[config.mk]
export PLATFORM = sky130hd
export DESIGN_NAME = div_unit
export DESIGN_NICKNAME = d
export VERILOG_FILES = /design/src/rtl/div_unit.sv
export SDC_FILE = /design/constraint.sdc
export NUM_CORES = 1
export LEC_CHECK = 0
export BUFFER_PORTS_ARGS = -buffer_cell sky130_fd_sc_hd__buf_2
export CELL_PAD_IN_SITES_DETAIL_PLACEMENT = 1
export CELL_PAD_IN_SITES_GLOBAL_PLACEMENT = 1
export CORE_MARGIN = 2
export CORE_UTILIZATION = 45
export CTS_BUF_LIST = sky130_fd_sc_hd__clkbuf_4 sky130_fd_sc_hd__clkbuf_8
export CTS_CLUSTER_SIZE = 28
export DETAILED_ROUTE_END_ITERATION = 10
export PLACE_DENSITY = 0.83
export SLEW_MARGIN = 30
export SYNTH_ARGS = -nofsm -noshare
export SYNTH_HDL_FRONTEND = slang
export SYNTH_SLANG_ARGS = --single-unit
[constraint.sdc]
create_clock -name clk -period 6.15 [get_ports clk]
set_input_delay 1.23 -clock clk [delete_from_list [all_inputs] [get_ports clk]]
set_output_delay 1.23 -clock clk [all_outputs]
set_load 0.02 [all_outputs]
[src/rtl/div_unit.sv]
// -----------------------------------------------------------------------------
// div_unit -- multi-cycle radix-2 restoring divider for RV32M DIV/DIVU/REM/REMU.
//
// The control path issues a one-cycle start and stalls while busy is high. It
// captures Result on the done pulse. Operands are reduced to magnitudes, then
// UNROLL quotient bits are resolved per CALC cycle. One FIXUP cycle applies the
// signs and writes Result. Division by zero and signed overflow are resolved
// straight from IDLE.
//
// Optional feature macro: DIV_EARLY_OUT_EN
//   When defined, IDLE also short-cuts |A| < |B| (quotient 0, remainder A).
//   When undefined, those operands take the full iterative path.
//
// Parameters:
//   XLEN    operand/result width
//   UNROLL  quotient bits per CALC cycle (1, 2 or 4; must divide XLEN)
//
// Ports:
//   clk     in   system clock, rising edge
//   rst     in   synchronous active-high reset
//   start   in   request pulse, honoured only in IDLE
//   op      in   0=DIV 1=DIVU 2=REM 3=REMU
//   A, B    in   dividend / divisor, sampled with start
//   busy    out  high from the cycle after acceptance through the done cycle
//   done    out  single-cycle completion pulse
//   Result  out  quotient or remainder, held until the next accepted start
// -----------------------------------------------------------------------------
module div_unit #(
    parameter int XLEN   = 32,
    parameter int UNROLL = 1
) (
    input  logic            clk,
    input  logic            rst,
    input  logic            start,
    input  logic [1:0]      op,
    input  logic [XLEN-1:0] A,
    input  logic [XLEN-1:0] B,
    output logic            busy,
    output logic            done,
    output logic [XLEN-1:0] Result
);

    localparam int N  = XLEN / UNROLL;
    localparam int CW = $clog2(N) + 1;

    typedef enum logic [1:0] {
        S_IDLE  = 2'd0,
        S_CALC  = 2'd1,
        S_FIXUP = 2'd2,
        S_DONE  = 2'd3
    } state_e;

    // Two's-complement negation.
    function automatic logic [XLEN-1:0] neg2(input logic [XLEN-1:0] x);
        neg2 = ~x + {{(XLEN-1){1'b0}}, 1'b1};
    endfunction

    // Magnitude of an operand; unsigned operands pass through unchanged.
    function automatic logic [XLEN-1:0] mag(input logic [XLEN-1:0] x, input logic sgn);
        if (sgn && x[XLEN-1]) begin
            mag = neg2(x);
        end else begin
            mag = x;
        end
    endfunction

    state_e            state_q, state_d;
    logic [XLEN-1:0]   dvd_q, dvd_d;      // |A| shifting out, quotient bits shifting in
    logic [XLEN-1:0]   rem_q, rem_d;      // partial remainder
    logic [XLEN-1:0]   dsr_q, dsr_d;      // |B|
    logic [CW-1:0]     cnt_q, cnt_d;
    logic              is_rem_q, is_rem_d;
    logic              neg_quo_q, neg_quo_d;
    logic              neg_rem_q, neg_rem_d;
    logic [XLEN-1:0]   result_q, result_d;
    logic              busy_q, busy_d;
    logic              done_q, done_d;

    logic              is_signed_s;
    logic [XLEN-1:0]   a_mag_s;
    logic [XLEN-1:0]   b_mag_s;
    logic              b_zero_s;
    logic              ovf_s;
    logic [XLEN-1:0]   rem_t_s;
    logic [XLEN-1:0]   dvd_t_s;
    logic [XLEN:0]     trial_s;
`ifdef DIV_EARLY_OUT_EN
    logic              early_s;
`endif

    assign busy   = busy_q;
    assign done   = done_q;
    assign Result = result_q;

    // Operand decode for the request presented in IDLE.
    always_comb begin
        is_signed_s = ~op[0];
        a_mag_s     = mag(A, is_signed_s);
        b_mag_s     = mag(B, is_signed_s);
        b_zero_s    = (B == {XLEN{1'b0}});
        ovf_s       = is_signed_s && (A == {1'b1, {(XLEN-1){1'b0}}}) && (B == {XLEN{1'b1}});
`ifdef DIV_EARLY_OUT_EN
        early_s     = (a_mag_s < b_mag_s);
`endif
    end

    // UNROLL restoring steps: shift one dividend bit in, trial-subtract, keep on no borrow.
    always_comb begin
        rem_t_s = rem_q;
        dvd_t_s = dvd_q;
        trial_s = {(XLEN+1){1'b0}};
        for (int k = 0; k < UNROLL; k++) begin
            trial_s = {rem_t_s, dvd_t_s[XLEN-1]} - {1'b0, dsr_q};
            if (!trial_s[XLEN]) begin
                rem_t_s = trial_s[XLEN-1:0];
                dvd_t_s = {dvd_t_s[XLEN-2:0], 1'b1};
            end else begin
                // No borrow-free subtract: the shifted remainder is below |B| and fits XLEN bits.
                rem_t_s = {rem_t_s[XLEN-2:0], dvd_t_s[XLEN-1]};
                dvd_t_s = {dvd_t_s[XLEN-2:0], 1'b0};
            end
        end
    end

    // Next-state and datapath update.
    always_comb begin
        state_d   = state_q;
        dvd_d     = dvd_q;
        rem_d     = rem_q;
        dsr_d     = dsr_q;
        cnt_d     = cnt_q;
        is_rem_d  = is_rem_q;
        neg_quo_d = neg_quo_q;
        neg_rem_d = neg_rem_q;
        result_d  = result_q;

        case (state_q)
            S_IDLE: begin
                if (start) begin
                    is_rem_d  = op[1];
                    neg_quo_d = is_signed_s & (A[XLEN-1] ^ B[XLEN-1]);
                    neg_rem_d = is_signed_s & A[XLEN-1];
                    dvd_d     = a_mag_s;
                    dsr_d     = b_mag_s;
                    rem_d     = {XLEN{1'b0}};
                    cnt_d     = {CW{1'b0}};
                    if (b_zero_s) begin
                        result_d = op[1] ? A : {XLEN{1'b1}};
                        state_d  = S_DONE;
                    end else if (ovf_s) begin
                        result_d = op[1] ? {XLEN{1'b0}} : A;
                        state_d  = S_DONE;
                    end
`ifdef DIV_EARLY_OUT_EN
                    else if (early_s) begin
                        // A signed A already carries the sign the remainder needs.
                        result_d = op[1] ? A : {XLEN{1'b0}};
                        state_d  = S_DONE;
                    end
`endif
                    else begin
                        state_d = S_CALC;
                    end
                end else begin
                    state_d = S_IDLE;
                end
            end
            S_CALC: begin
                rem_d = rem_t_s;
                dvd_d = dvd_t_s;
                cnt_d = cnt_q + CW'(1);
                if (cnt_q == CW'(N - 1)) begin
                    state_d = S_FIXUP;
                end else begin
                    state_d = S_CALC;
                end
            end
            S_FIXUP: begin
                if (is_rem_q) begin
                    result_d = neg_rem_q ? neg2(rem_q) : rem_q;
                end else begin
                    result_d = neg_quo_q ? neg2(dvd_q) : dvd_q;
                end
                state_d = S_DONE;
            end
            S_DONE: begin
                state_d = S_IDLE;
            end
            default: begin
                state_d = S_IDLE;
            end
        endcase

        busy_d = (state_d != S_IDLE);
        done_d = (state_d == S_DONE);
    end

    // State and datapath registers with synchronous reset.
    always_ff @(posedge clk) begin
        if (rst) begin
            state_q   <= S_IDLE;
            dvd_q     <= {XLEN{1'b0}};
            rem_q     <= {XLEN{1'b0}};
            dsr_q     <= {XLEN{1'b0}};
            cnt_q     <= {CW{1'b0}};
            is_rem_q  <= 1'b0;
            neg_quo_q <= 1'b0;
            neg_rem_q <= 1'b0;
            result_q  <= {XLEN{1'b0}};
            busy_q    <= 1'b0;
            done_q    <= 1'b0;
        end else begin
            state_q   <= state_d;
            dvd_q     <= dvd_d;
            rem_q     <= rem_d;
            dsr_q     <= dsr_d;
            cnt_q     <= cnt_d;
            is_rem_q  <= is_rem_d;
            neg_quo_q <= neg_quo_d;
            neg_rem_q <= neg_rem_d;
            result_q  <= result_d;
            busy_q    <= busy_d;
            done_q    <= done_d;
        end
    end

endmodule

# Word-level counts from Yosys, hierarchy flattened
# Index checks and enable logic that the tools add are counted.
[word_totals] ff_bits=141 latch_bits=0 mem_bits_rw=0 rom_bits=0 out_inout_bits=34 memories=0
[op_classes] n_addsub=6 multipliers=0 div_mod_pow=0 order_cmp=0 n_eq_ne=9 shifts=0 mux=24 bitwise=8 reduce_logical=12
[ops] operator="32-bit 2-to-1 mux" n=13
[ops] operator="32-bit one-hot mux with 2 select lines" n=3
[ops] operator="32-bit by 1-bit adder with 32-bit output, second input constant" n=4
[ops] operator="32-bit inverter" n=4
[ops] operator="32-bit equality test, second input constant" n=2
[ops] operator="33-bit by 32-bit subtractor with 33-bit output" n=1
[ops] operator="32-bit logical NOT" n=1
[ops] operator="6-bit one-hot mux with 2 select lines" n=1
[ops] operator="2-bit 2-to-1 mux" n=4
[ops] operator="2-bit one-hot mux with 4 select lines" n=1
[ops] operator="6-bit by 1-bit adder with 6-bit output, second input constant" n=1
[ops] operator="2-bit equality test, second input constant" n=3
[ops] operator="6-bit by 5-bit equality test with 1-bit output, second input constant" n=1
[ops] operator="6-bit 2-to-1 mux" n=1
[ops] operator="2-bit nonzero test" n=3
[ops] operator="1-bit logical AND" n=4
[ops] operator="2-bit AND reduction" n=2
[ops] operator="3-bit != test, second input constant" n=1
[ops] operator="3-bit AND reduction" n=1
[ops] operator="1-bit AND" n=2
[ops] operator="2-bit by 1-bit equality test with 1-bit output, second input constant" n=1
[ops] operator="2-bit logical NOT" n=1
[ops] operator="2-bit != test, second input constant" n=1
[ops] operator="1-bit 2-to-1 mux" n=1
[ops] operator="2 further kinds" n=2

# Longest topological paths before layout
# Gate-level depths: netlist of the first run.
[logic_depth] depth_word=8 ltp_mapped=13 ltp_nobuf=12

# Least setup slack after synthesis of the first run
# Ideal clock, no wire load.
[synth_timing] path_type="input -> register" start="input port A[20]" end="register result_q[1] (netlist: Result[1])" setup_time_ps=128 t_arrival_ps=3470 t_required_ps=6022 slack_ps=2553 path_stages=10 path_buffers=2 path_cell_list="or4_1 -> or4_4 -> nor3_2 -> nand4_1 -> nand2b_1 -> a31oi_1 -> buf_4 -> buf_2 -> a221oi_1 -> nor2_1"
[synth_between] elab_chain_cells=5
[synth_lines] item="start, declared" line="36" rtl="input logic [XLEN-1:0] A,"
[synth_lines] item="32-bit equality test" line="101" rtl="ovf_s = is_signed_s && (A == {1'b1, {(XLEN-1){1'b0}}}) && (B == {XLEN{1'b1}});"
[synth_lines] item="1-bit logical AND (2 in a row)" line="101"
[synth_lines] item="3-bit != test (no source line)"
[synth_lines] item="3-bit AND reduction (no source line)"
[synth_lines] item="end signal, assigned" line="209" rtl="result_q <= {XLEN{1'b0}};"
[synth_lines] item="end signal, assigned" line="221" rtl="result_q <= result_d;"
[synth_lines] item="end, declared" line="75" rtl="logic [XLEN-1:0] result_q, result_d;"
# No other way between the ends.
# A chain may end at the register's enable or synchronous reset.

# Final worst setup path of the first run
[layout_timing] start="input port A[20]" end="register result_q[20] (netlist: Result[20])"
[layout_between] elab_chain_cells=5 word_cells_on_any_way=11
[layout_lines] item="32-bit equality test / 32-bit 2-to-1 mux (equally long branches)" line="101, 151"
[layout_lines] item="1-bit logical AND / 32-bit 2-to-1 mux (equally long branches)" line="101, 150"
[layout_lines] item="1-bit logical AND / 32-bit 2-to-1 mux (equally long branches)" line="101, 147"
[layout_lines] item="3-bit != test (no source line) / 32-bit 2-to-1 mux (equally long branches)"
[layout_lines] item="3-bit AND reduction (no source line) / 32-bit one-hot mux with 2 select lines (equally long branches)"
# Parallel ways exist; a longest one is shown, timed or not. The select of a mux whose other input is x is not followed.

==> impl_metrics.py, run 1 <==
metrics = {
    "run_status": {
        "status": "completed",
    },
    "routing": {
        "vias": 11100,
        "drc_errors": 0,
        "wl_per_cell_um": 20.5,
        "drt-initial-drc-count": 819,
        "drt-vias-per-instance": 6.13,
        "finalWirelength_um": 37100,
        "final_antenna_net_count": 0,
        "drt_first_pass_iters": 7,
    },
    "timing": {
        "timing.fmax_mhz": 230,
        "hold_violations": 0,
        "rsz0062_at_grt": "no",
        "worst_pin_slew_ns": 0.952,
        "finClkSkew_ns": 0.0162,
        "min_period_ns": 4.34,
        "finalSetupViolCount": 0,
        "period_share_pct": 70.6,
        "layout_setup_ws_ns": 1.81,
        "max-slew-margin-rel_pct": 36.4,
        "setup_tns_ns": 0,
        "final_max_slew_viol_count": 0,
    },
    "synthesis": {
        "yosys_warnings": 0,
        "syn_area_per_cell_um2": 7.53,
        "ys_ff_latch": 141,
        "syn_inst": 1421,
        "yosysSeqAreaShare_pct": 26.4,
        "yosysUniqueCellTypes": 72,
        "synth_edf_count": 0,
        "synth_area_leaders": "dfxtp_1 (26%), a21oi_1 (6.6%), xnor2_1 (6.0%)",
        "synth-main-ff-cell": "dfxtp_1",
        "synthArstFlopShare_pct": 0,
        "synth.largest_area_cell": "dfxtp_1",
        "netlist_area_um2": 10700,
        "synth.top_cell.area_share_pct": 26.4,
        "synth_nets": 1529,
    },
    "die": {
        "start_util_pct": 45.7,
        "pin_count": 103,
        "die-width_um": 158,
        "dieArea_um2": 25000,
        "chipHeight_um": 158,
        "coreArea_um2": 23400,
        "num_rows": 56,
    },
    "final_layout": {
        "areaGrowthSynthToFinish_pct": 10.3,
        "postLayoutCellArea_um2": 11800,
        "layout-drive-gt1-share_pct": 12.1,
        "final_nets": 1582,
        "stdcell_count": 1804,
        "diodes": 0,
        "fillers": 3036,
    },
    "power": {
        "power.leakage_nw": 4.57,
        "power.density_nw_per_um2": 299,
        "vdd_drop_max_v": 0.000323,
    },
    "clock_tree": {
        "cts_root_buffer": "clkbuf_8",
        "ctsResizeCount": 0,
        "cts.htree.levels": 4,
        "cts_tree": "done",
        "clockBufferDepth": 2,
        "post-cts-setup-buffers": 0,
        "clock_latency_ns": 0.47,
        "cts_sinks": 141,
        "cts_buffers": 17,
        "postCtsHoldBufs": 0,
        "clk_pin_slew_ns": 0.08,
    },
    "worst_hold_path": {
        "holdCritStartpoint": "dsr_q[30]$_SDFFE_PP0P_",
        "hold_path_class": "reg2reg",
    },
    "grt": {
        "grt_pass1_wl_um": 58600,
        "antenna_found_initial": 1,
        "overflow": 0,
        "grt_usage_pct": 30.0,
        "grt_pass1_vias": 10800,
        "grt_max_degree": 63,
    },
    "setup_path": {
        "critPathMaxFanout": 10,
        "critical_path_class": "in2reg",
        "required_ns": 6.54,
        "worstSetupEndpointType": "flip-flop",
        "cp.arrival_ns": 4.72,
        "crit_start": "A[20]",
        "cp-start-kind": "input pin",
        "r2r_start": "dvd_q[31]$_SDFFE_PP0P_",
    },
    "placement": {
        "dp_slack_ns": 1.56,
        "dp_hpwl_um": 28000,
        "dp_cells": 1774,
        "routabilityCongestion": 0.912,
        "dpl-instance-area_um2": 11400,
        "port-buffer-count": 102,
    },
    "flow_run": {
        "drv_cap": 0,
    },
}
-- final timing paths --
check | end | slack [ns] | cells after the start
worst max-delay path | Result[20]$_SDFFE_PP0P_ | 1.81 | 10
worst min-delay path | dsr_q[30]$_SDFFE_PP0P_ | 0.46 | 2
worst max register to register | rem_q[31]$_SDFFE_PP0P_ | 2.36 | 13
worst min register to register | dsr_q[30]$_SDFFE_PP0P_ | 0.46 | 2
-- registers in the layout (all words and copies together) (netlist names) --
register	count
busy	1
Result	32
done	1
cnt_q	6
dsr_q	32
is_rem_q	1
state_q	2
rem_q	32
neg_rem_q	1
neg_quo_q	1
dvd_q	32
-- Yosys cell counts, types with 5 or more instances --
| master | count |
|---|---|
| a211oi_1 | 45 |
| a21boi_0 | 5 |
| a21o_1 | 13 |
| a21oi_1 | 142 |
| a221oi_1 | 17 |
| a22o_1 | 6 |
| a22oi_1 | 42 |
| a311oi_1 | 6 |
| a31oi_1 | 9 |
| a32oi_1 | 8 |
| and3_1 | 8 |
| buf_1 | 6 |
| buf_2 | 9 |
| clkbuf_1 | 67 |
| dfxtp_1 | 141 |
| ha_1 | 38 |
| inv_1 | 60 |
| maj3_1 | 31 |
| mux2i_1 | 8 |
| nand2_1 | 136 |
| nand2b_1 | 21 |
| nand3_1 | 22 |
| nand4_1 | 15 |
| nor2_1 | 138 |
| nor2b_1 | 13 |
| nor3_1 | 37 |
| nor3b_1 | 5 |
| nor4_1 | 9 |
| o211ai_1 | 8 |
| o21ai_0 | 86 |
| o21bai_1 | 9 |
| o31ai_1 | 25 |
| o41ai_1 | 10 |
| or3_1 | 15 |
| or4_1 | 15 |
| xnor2_1 | 73 |
| xor2_1 | 62 |
-- worst max-delay path, cell delays in order --
cell and delay (ns):
buf_2 0.12, or4_1 0.61, or4_4 0.54, nor3_2 0.39
nand4_1 0.24, nand2b_1 0.20, and2_0 0.43, nor2b_1 0.66
a22oi_1 0.19, o21ai_0 0.11
-- report_power, final --
group	switching (mW)	internal, mW	total [mW]	leakage (nW)
clock network	0.374	0.340	0.714	0.182
logic	1.04	0.642	1.69	3.24
registers	0.134	0.992	1.13	1.15
total	1.55	1.97	3.53	4.57
-- layout by cell type, fill, tap and decap left out, types with 10 or more instances in the layout --
master    instances
a21o_1           13
a22oi_1          42
inv_1            60
nor2_1          136
nand3_1          22
or3_1            15
nand4_1          15
buf_4            18
xnor2_1          73
o21ai_0          86
ha_1             38
nand2_1         136
a211oi_1         45
nand2b_1         21
dfxtp_1         141
clkbuf_8         18
nor3_1           36
a221oi_1         17
maj3_1           31
o41ai_1          10
buf_2           101
nor2b_1          11
o31ai_1          25
xor2_1           62
or4_1            15
a21oi_1         141
-- area by class of cell --
type,instances,area (um2),area share [%]
clock buffers,22,278,2.35
well taps,319,399,3.38
clock inverters,8,70.1,0.594
repair buffers,119,641,5.43
multi-input cells,1135,7360,62.4
inverters,60,225,1.91
flip-flops and latches,141,2820,23.9
-- routing by layer --
| layer | global-route usage (%) | up-vias | wire length, um |
|---|---|---|---|
| li1 | - | 5275 | - |
| met1 | 41.4 | 5448 | 17200 |
| met2 | 47.8 | 277 | 17000 |
| met3 | 4.02 | 66 | 1760 |
| met4 | 11.2 | 0 | 1130 |
| met5 | 0 | - | 0 |
-- metrics by stage --
step | hold WS, ns | total power [mW] | util, %
after floorplan | 0.432 | 2.35 | -
after global placement | 0.442 | 2.75 | 48.8
after detailed placement | 0.451 | 2.80 | 48.9
after CTS | 0.460 | 3.51 | 50.4
after global routing | 0.499 | 3.77 | 50.4
final | 0.462 | 3.53 | 50.4
-- logic make-up (layout without fill, tap and decap cells) --
logic type               after synthesis  count (layout)  synth area share, %
flip-flops                           141             141                 26.4
adder cells (fa/ha/maj)               70              70                 7.53
AND/OR/NAND/NOR                      465             465                 21.3
XOR/XNOR                             135             135                 11.1
buffers and inverters                145             209                 5.30
AO/OA/AOI/OAI                        456             456                 27.6
multiplexers                           9               9                0.854
No activity file was read; power rests on OpenSTA's default activity.
==> run 2, diff against run 1 <==
--- a/config.mk
+++ b/config.mk
@@ -9,11 +9,11 @@
 export CELL_PAD_IN_SITES_DETAIL_PLACEMENT = 1
 export CELL_PAD_IN_SITES_GLOBAL_PLACEMENT = 1
 export CORE_MARGIN = 2
-export CORE_UTILIZATION = 45
+export CORE_UTILIZATION = 41
 export CTS_BUF_LIST = sky130_fd_sc_hd__clkbuf_4 sky130_fd_sc_hd__clkbuf_8
 export CTS_CLUSTER_SIZE = 28
 export DETAILED_ROUTE_END_ITERATION = 10
-export PLACE_DENSITY = 0.83
+export PLACE_DENSITY = 0.8
 export SLEW_MARGIN = 30
 export SYNTH_ARGS = -nofsm -noshare
 export SYNTH_HDL_FRONTEND = slang
==> constraint.sdc (replaced) <==
create_clock -name clk -period 3.6 [get_ports clk]
set_input_delay 0.72 -clock clk [delete_from_list [all_inputs] [get_ports clk]]
set_output_delay 0.72 -clock clk [all_outputs]
set_load 0.02 [all_outputs]
==> run 2 against run 1 <==
- count of clock-buffer cells in the layout shrank 2
- critical path type is now reg2reg
- flip-flop and latch count unchanged
- clock skew shrank 0.0012 ns
- final cell count rose by 3.2%
- non-clock buffer count up 40
- highest routed layer is now met5
- critical path depth up 4
==> impl_metrics.py, run 2 (synthesis gave the netlist of run 1 again) <==
metrics = {
    "run_status": {
        "status": "completed",
    },
    "final_layout": {
        "layout-drive-gt1-share_pct": 14.5,
        "diodes": 0,
        "final_nets": 1622,
        "final_cell_mix": "dfxtp_1 (141), a21oi_1 (141), nor2_1 (136), nand2_1 (136), buf_2 (101)",
        "areaGrowthSynthToFinish_pct": 13.8,
    },
    "setup_path": {
        "reg2reg_slack_ns": 0.29,
        "cp-start-kind": "flip-flop",
        "r2r_start": "dvd_q[31]$_SDFFE_PP0P_",
        "critPathMaxFanout": 14,
        "critical_path_class": "reg2reg",
        "required_ns": 3.93,
        "setup.worst_path.end": "rem_q[26]$_SDFFE_PP0P_",
        "worstRegToRegCells": 14,
        "worstSetupEndpointType": "flip-flop",
        "cp.arrival_ns": 3.64,
        "r2r_end": "rem_q[26]$_SDFFE_PP0P_",
        "crit_start": "dvd_q[31]$_SDFFE_PP0P_",
    },
    "grt": {
        "grt_max_degree": 60,
        "overflow": 0,
        "antenna_found_initial": 2,
        "grt_usage_pct": 28.4,
        "grt_pass1_wl_um": 60600,
        "grt_pass1_vias": 11200,
    },
    "timing": {
        "max-slew-margin-rel_pct": 36.4,
        "hold_violations": 0,
        "worst_pin_slew_ns": 0.953,
        "finalSetupViolCount": 0,
        "final_max_slew_viol_count": 0,
        "min_period_ns": 3.31,
        "period_share_pct": 92.0,
        "setup_tns_ns": 0,
        "timing.fmax_mhz": 302,
        "rsz0062_at_grt": "no",
        "finClkSkew_ns": 0.0150,
    },
    "die": {
        "start_util_pct": 41.4,
        "num_rows": 59,
        "die-width_um": 166,
        "pin_count": 103,
        "coreArea_um2": 25800,
        "dieArea_um2": 27400,
        "chipHeight_um": 166,
    },
    "placement": {
        "dp_hpwl_um": 29500,
        "routabilityCongestion": 0.881,
        "port-buffer-count": 102,
    },
    "routing": {
        "vias": 11200,
        "drt_first_pass_iters": 5,
        "wl_met2_um": 17900,
        "wl_met3_um": 1920,
        "drt-initial-drc-count": 724,
        "drc_errors": 0,
        "drt-vias-per-instance": 6.02,
        "wl_per_cell_um": 20.6,
        "finalWirelength_um": 38400,
        "met1Wirelength_um": 17500,
        "top_layer_used": "met5",
        "final_antenna_net_count": 0,
    },
    "clock_tree": {
        "clk_pin_slew_ns": 0.09,
        "clock_latency_ns": 0.47,
        "postCtsHoldBufs": 0,
        "cts_sinks": 141,
        "cts_tree": "done",
        "cts.htree.levels": 4,
        "cts_root_buffer": "clkbuf_8",
        "cts_buffers": 17,
        "clockBufferDepth": 2,
    },
    "power": {
        "power.leakage_nw": 4.80,
        "power.density_nw_per_um2": 521,
        "power_mw": 6.34,
        "vdd_drop_max_v": 0.000253,
    },
    "worst_hold_path": {
        "hold_path_class": "reg2reg",
    },
    "flow_run": {
        "drv_cap": 0,
    },
}
## run 2: worst max-delay path, stage by stage, from the launching register on
cell	delay [ns]
dfxtp_1	0.35
inv_1	0.05
ha_1	0.21
fa_1	0.40
nor2b_1	0.18
o2111ai_1	0.24
a21oi_2	0.32
o21bai_1	0.12
and3b_1	0.20
nor4_4	0.39
buf_4	0.23
buf_12	0.15
nor2_1	0.06
a22oi_1	0.14
o21ai_0	0.13
## run 2: through the flow
stage	setup WS [ns]	area (um2)	instances	utilization [%]	hold slack, ns
CTS	0.212	12200	1862	47.1	0.457
detailed placement	0.0616	11800	1830	45.6	0.446
finish	0.287	12200	1862	47.1	0.453
global placement	0.106	11800	1830	45.6	0.441
floorplan	0.513	10700	1421	-	0.432
global route	0.0816	12200	1862	47.1	0.481
## run 2: worst min-delay path by stage
| stage | slack, ns | from | end | cells after the start |
|---|---|---|---|---|
| floorplan | 0.43 | dsr_q[17]$_SDFFE_PP0P_ | dsr_q[17]$_SDFFE_PP0P_ | 2 |
| finish | 0.45 | dsr_q[30]$_SDFFE_PP0P_ | dsr_q[30]$_SDFFE_PP0P_ | 2 |
| CTS | 0.46 | dsr_q[30]$_SDFFE_PP0P_ | dsr_q[30]$_SDFFE_PP0P_ | 2 |
| global placement | 0.44 | dsr_q[30]$_SDFFE_PP0P_ | dsr_q[30]$_SDFFE_PP0P_ | 2 |
| global route | 0.48 | dsr_q[30]$_SDFFE_PP0P_ | dsr_q[30]$_SDFFE_PP0P_ | 2 |
| detailed placement | 0.45 | dsr_q[30]$_SDFFE_PP0P_ | dsr_q[30]$_SDFFE_PP0P_ | 2 |
## run 2: power by group
group          leakage (nW)  internal, mW  switching [mW]  total, mW
registers              1.15          1.69           0.170       1.86
logic                  3.46          1.26            1.91       3.17
clock network         0.190         0.596           0.703       1.30
## run 2: layout make-up
type	count	area (um2)
clock buffer	20	269
clock inverter	12	114
fill	3335	13700
inverter	60	225
multi-input combinational	1135	7350
sequential	141	2820
tap	335	419
timing repair buffer	159	966
## run 2: what timing repair did
| item | in CTS | in global routing |
|---|---|---|
| endpoints found under the setup margin | 0 | 1 |
| resized for setup | 0 | 1 |
| buffers inserted | 0 | 0 |
| endpoints found under the hold margin | 0 | 0 |
## run 2: routing by layer
metal | GRT usage (%) | vias up
li1 | - | 5364
met3 | 4.27 | 53
met5 | 0 | -
met4 | 9.09 | 2
met2 | 46.5 | 263
met1 | 38.3 | 5520
==> run 3, diff against run 2 <==
--- a/config.mk
+++ b/config.mk
@@ -13,6 +13,7 @@
 export CTS_BUF_LIST = sky130_fd_sc_hd__clkbuf_4 sky130_fd_sc_hd__clkbuf_8
 export CTS_CLUSTER_SIZE = 28
 export DETAILED_ROUTE_END_ITERATION = 10
+export MAX_ROUTING_LAYER = met4
 export PLACE_DENSITY = 0.8
 export SLEW_MARGIN = 30
 export SYNTH_ARGS = -nofsm -noshare
==> run 3 against run 2 <==
- worst setup slack improved by 0.016 ns
- non-clock buffer count increased by 2
- critical path type unchanged
- critical path depth did not move
- combinational power hardly changed
==> impl_metrics.py, run 3 (synthesis gave the netlist of run 1 again) <==
metrics = {
    "run_status": {
        "status": "completed",
    },
    "routing": {
        "final_antenna_net_count": 0,
        "drt-vias-per-instance": 6.07,
        "finalWirelength_um": 39000,
        "drt-initial-drc-count": 651,
        "wl_per_cell_um": 21.0,
        "drc_errors": 0,
        "drt_first_pass_iters": 5,
        "vias": 11300,
    },
    "timing": {
        "hold_violations": 0,
        "finClkSkew_ns": 0.0209,
        "final_max_slew_viol_count": 0,
        "max-slew-margin-rel_pct": 41.6,
        "rsz0062_at_grt": "no",
        "setup_tns_ns": 0,
        "timing.fmax_mhz": 303,
        "min_period_ns": 3.30,
        "period_share_pct": 91.6,
        "whs_ns": 0.472,
        "finalSetupViolCount": 0,
        "worst_pin_slew_ns": 0.874,
        "layout_setup_ws_ns": 0.303,
    },
    "power": {
        "power.leakage_nw": 4.81,
        "power.density_nw_per_um2": 527,
        "vdd_drop_max_v": 0.000312,
        "power_mw": 6.44,
    },
    "final_layout": {
        "multi_input_area_um2": 7350,
        "seq_area_um2": 2820,
        "final_cell_mix": "dfxtp_1 (141), a21oi_1 (141), nor2_1 (136), nand2_1 (136), buf_2 (101)",
        "stdcell_count": 1863,
        "fillers": 3354,
        "areaGrowthSynthToFinish_pct": 14.1,
        "layout-drive-gt1-share_pct": 14.5,
        "final_nets": 1624,
        "diodes": 0,
    },
    "setup_path": {
        "critPathMaxFanout": 14,
        "cpPeakStageDelay_ns": 0.41,
        "cp.arrival_ns": 3.64,
        "slowest_stage": "fa_1",
        "crit_family": "compound AO/OA/AOI/OAI gates",
        "r2r_start": "dvd_q[31]$_SDFFE_PP0P_",
        "reg2reg_slack_ns": 0.30,
        "crit_buf_inv": 3,
        "crit_start": "dvd_q[31]$_SDFFE_PP0P_",
        "critical_path_class": "reg2reg",
        "path_cells": "inv_1 > ha_1 > fa_1 > nor2b_1 > o2111ai_1 > a21oi_2 > o21bai_1 > and3b_1 > nor4_4 > buf_4 > buf_12 > nor2_1 > a22oi_1 > o21ai_0",
        "cp-start-kind": "flip-flop",
        "worstSetupEndpointType": "flip-flop",
        "required_ns": 3.94,
        "worstRegToRegCells": 14,
        "r2r_end": "rem_q[26]$_SDFFE_PP0P_",
    },
    "clock_tree": {
        "clockBufferDepth": 2,
        "cts.htree.levels": 4,
        "clk_pin_slew_ns": 0.09,
        "postCtsHoldBufs": 0,
        "cts_buffers": 17,
        "cts_root_buffer": "clkbuf_8",
        "post-cts-setup-buffers": 0,
        "clock_latency_ns": 0.49,
        "ctsResizeCount": 0,
        "cts_sinks": 141,
        "cts_tree": "done",
    },
    "flow_run": {
        "drv_cap": 0,
    },
    "worst_hold_path": {
        "holdCritStartpoint": "dsr_q[0]$_SDFFE_PP0P_",
        "hold_path_class": "reg2reg",
        "hold_depth": 2,
        "hold-path-endpoint": "dsr_q[0]$_SDFFE_PP0P_",
    },
    "die": {
        "pin_count": 103,
        "start_util_pct": 41.4,
        "coreArea_um2": 25800,
        "num_rows": 59,
        "chipHeight_um": 166,
        "dieArea_um2": 27400,
        "die-width_um": 166,
    },
    "grt": {
        "grt_pass1_wl_um": 61600,
        "grt_usage_pct": 29.5,
        "overflow": 0,
        "grt_pass1_vias": 11100,
        "grt_max_degree": 94,
        "antenna_found_initial": 0,
    },
    "placement": {
        "routabilityCongestion": 0.901,
        "dp_cells": 1832,
        "dp_hpwl_um": 29400,
        "dp_slack_ns": 0.0720,
        "port-buffer-count": 102,
    },
}
## run 3: layout make-up
type / instances / area share [%]
tap: 335 / 3.44
inverter: 60 / 1.85
sequential: 141 / 23.1
clock buffer: 19 / 2.14
clock inverter: 12 / 1.12
multi-input combinational: 1135 / 60.2
timing repair buffer: 161 / 8.07
## run 3: per-stage QoR
step / util [%] / cell area (um2)
after floorplan: - / 10700
after global placement: 45.6 / 11800
after detailed placement: 45.6 / 11800
after CTS: 47.2 / 12200
after global routing: 47.2 / 12200
final: 47.2 / 12200
## run 3: report_power, final
part | internal [mW] | switching (mW)
sequential | 1.69 | 0.168
combinational | 1.26 | 1.93
clock | 0.654 | 0.725
## run 3: worst max-delay path by stage
stage                     depth (start not counted)  slack, ns                       to
final                                            14       0.30   rem_q[26]$_SDFFE_PP0P_
after global routing                             14       0.11   rem_q[26]$_SDFFE_PP0P_
after CTS                                        14       0.23   rem_q[26]$_SDFFE_PP0P_
after detailed placement                         11       0.07  Result[17]$_SDFFE_PP0P_
after global placement                           10       0.17  Result[22]$_SDFFE_PP0P_
after floorplan                                  10       0.51   Result[1]$_SDFFE_PP0P_
## run 3: worst register-to-register path: stages (launching register included)
cell and delay [ns]:
dfxtp_1 0.35, inv_1 0.05, ha_1 0.21, fa_1 0.41, nor2b_1 0.18, o2111ai_1 0.24, a21oi_2 0.30, o21bai_1 0.13
and3b_1 0.21, nor4_4 0.38, buf_4 0.22, buf_12 0.15, nor2_1 0.07, a22oi_1 0.14, o21ai_0 0.12
## run 3: routing by layer
| metal | vias up | part of all wire [%] | track usage (%) |
|---|---|---|---|
| met1 | 5623 | 47 | 39.6 |
| met2 | 274 | 47 | 46.7 |
| met3 | 63 | 4.0 | 2.85 |
| li1 | 5353 | - | - |
| met4 | 0 | 2.7 | 9.99 |
| met5 | - | 0 | - |
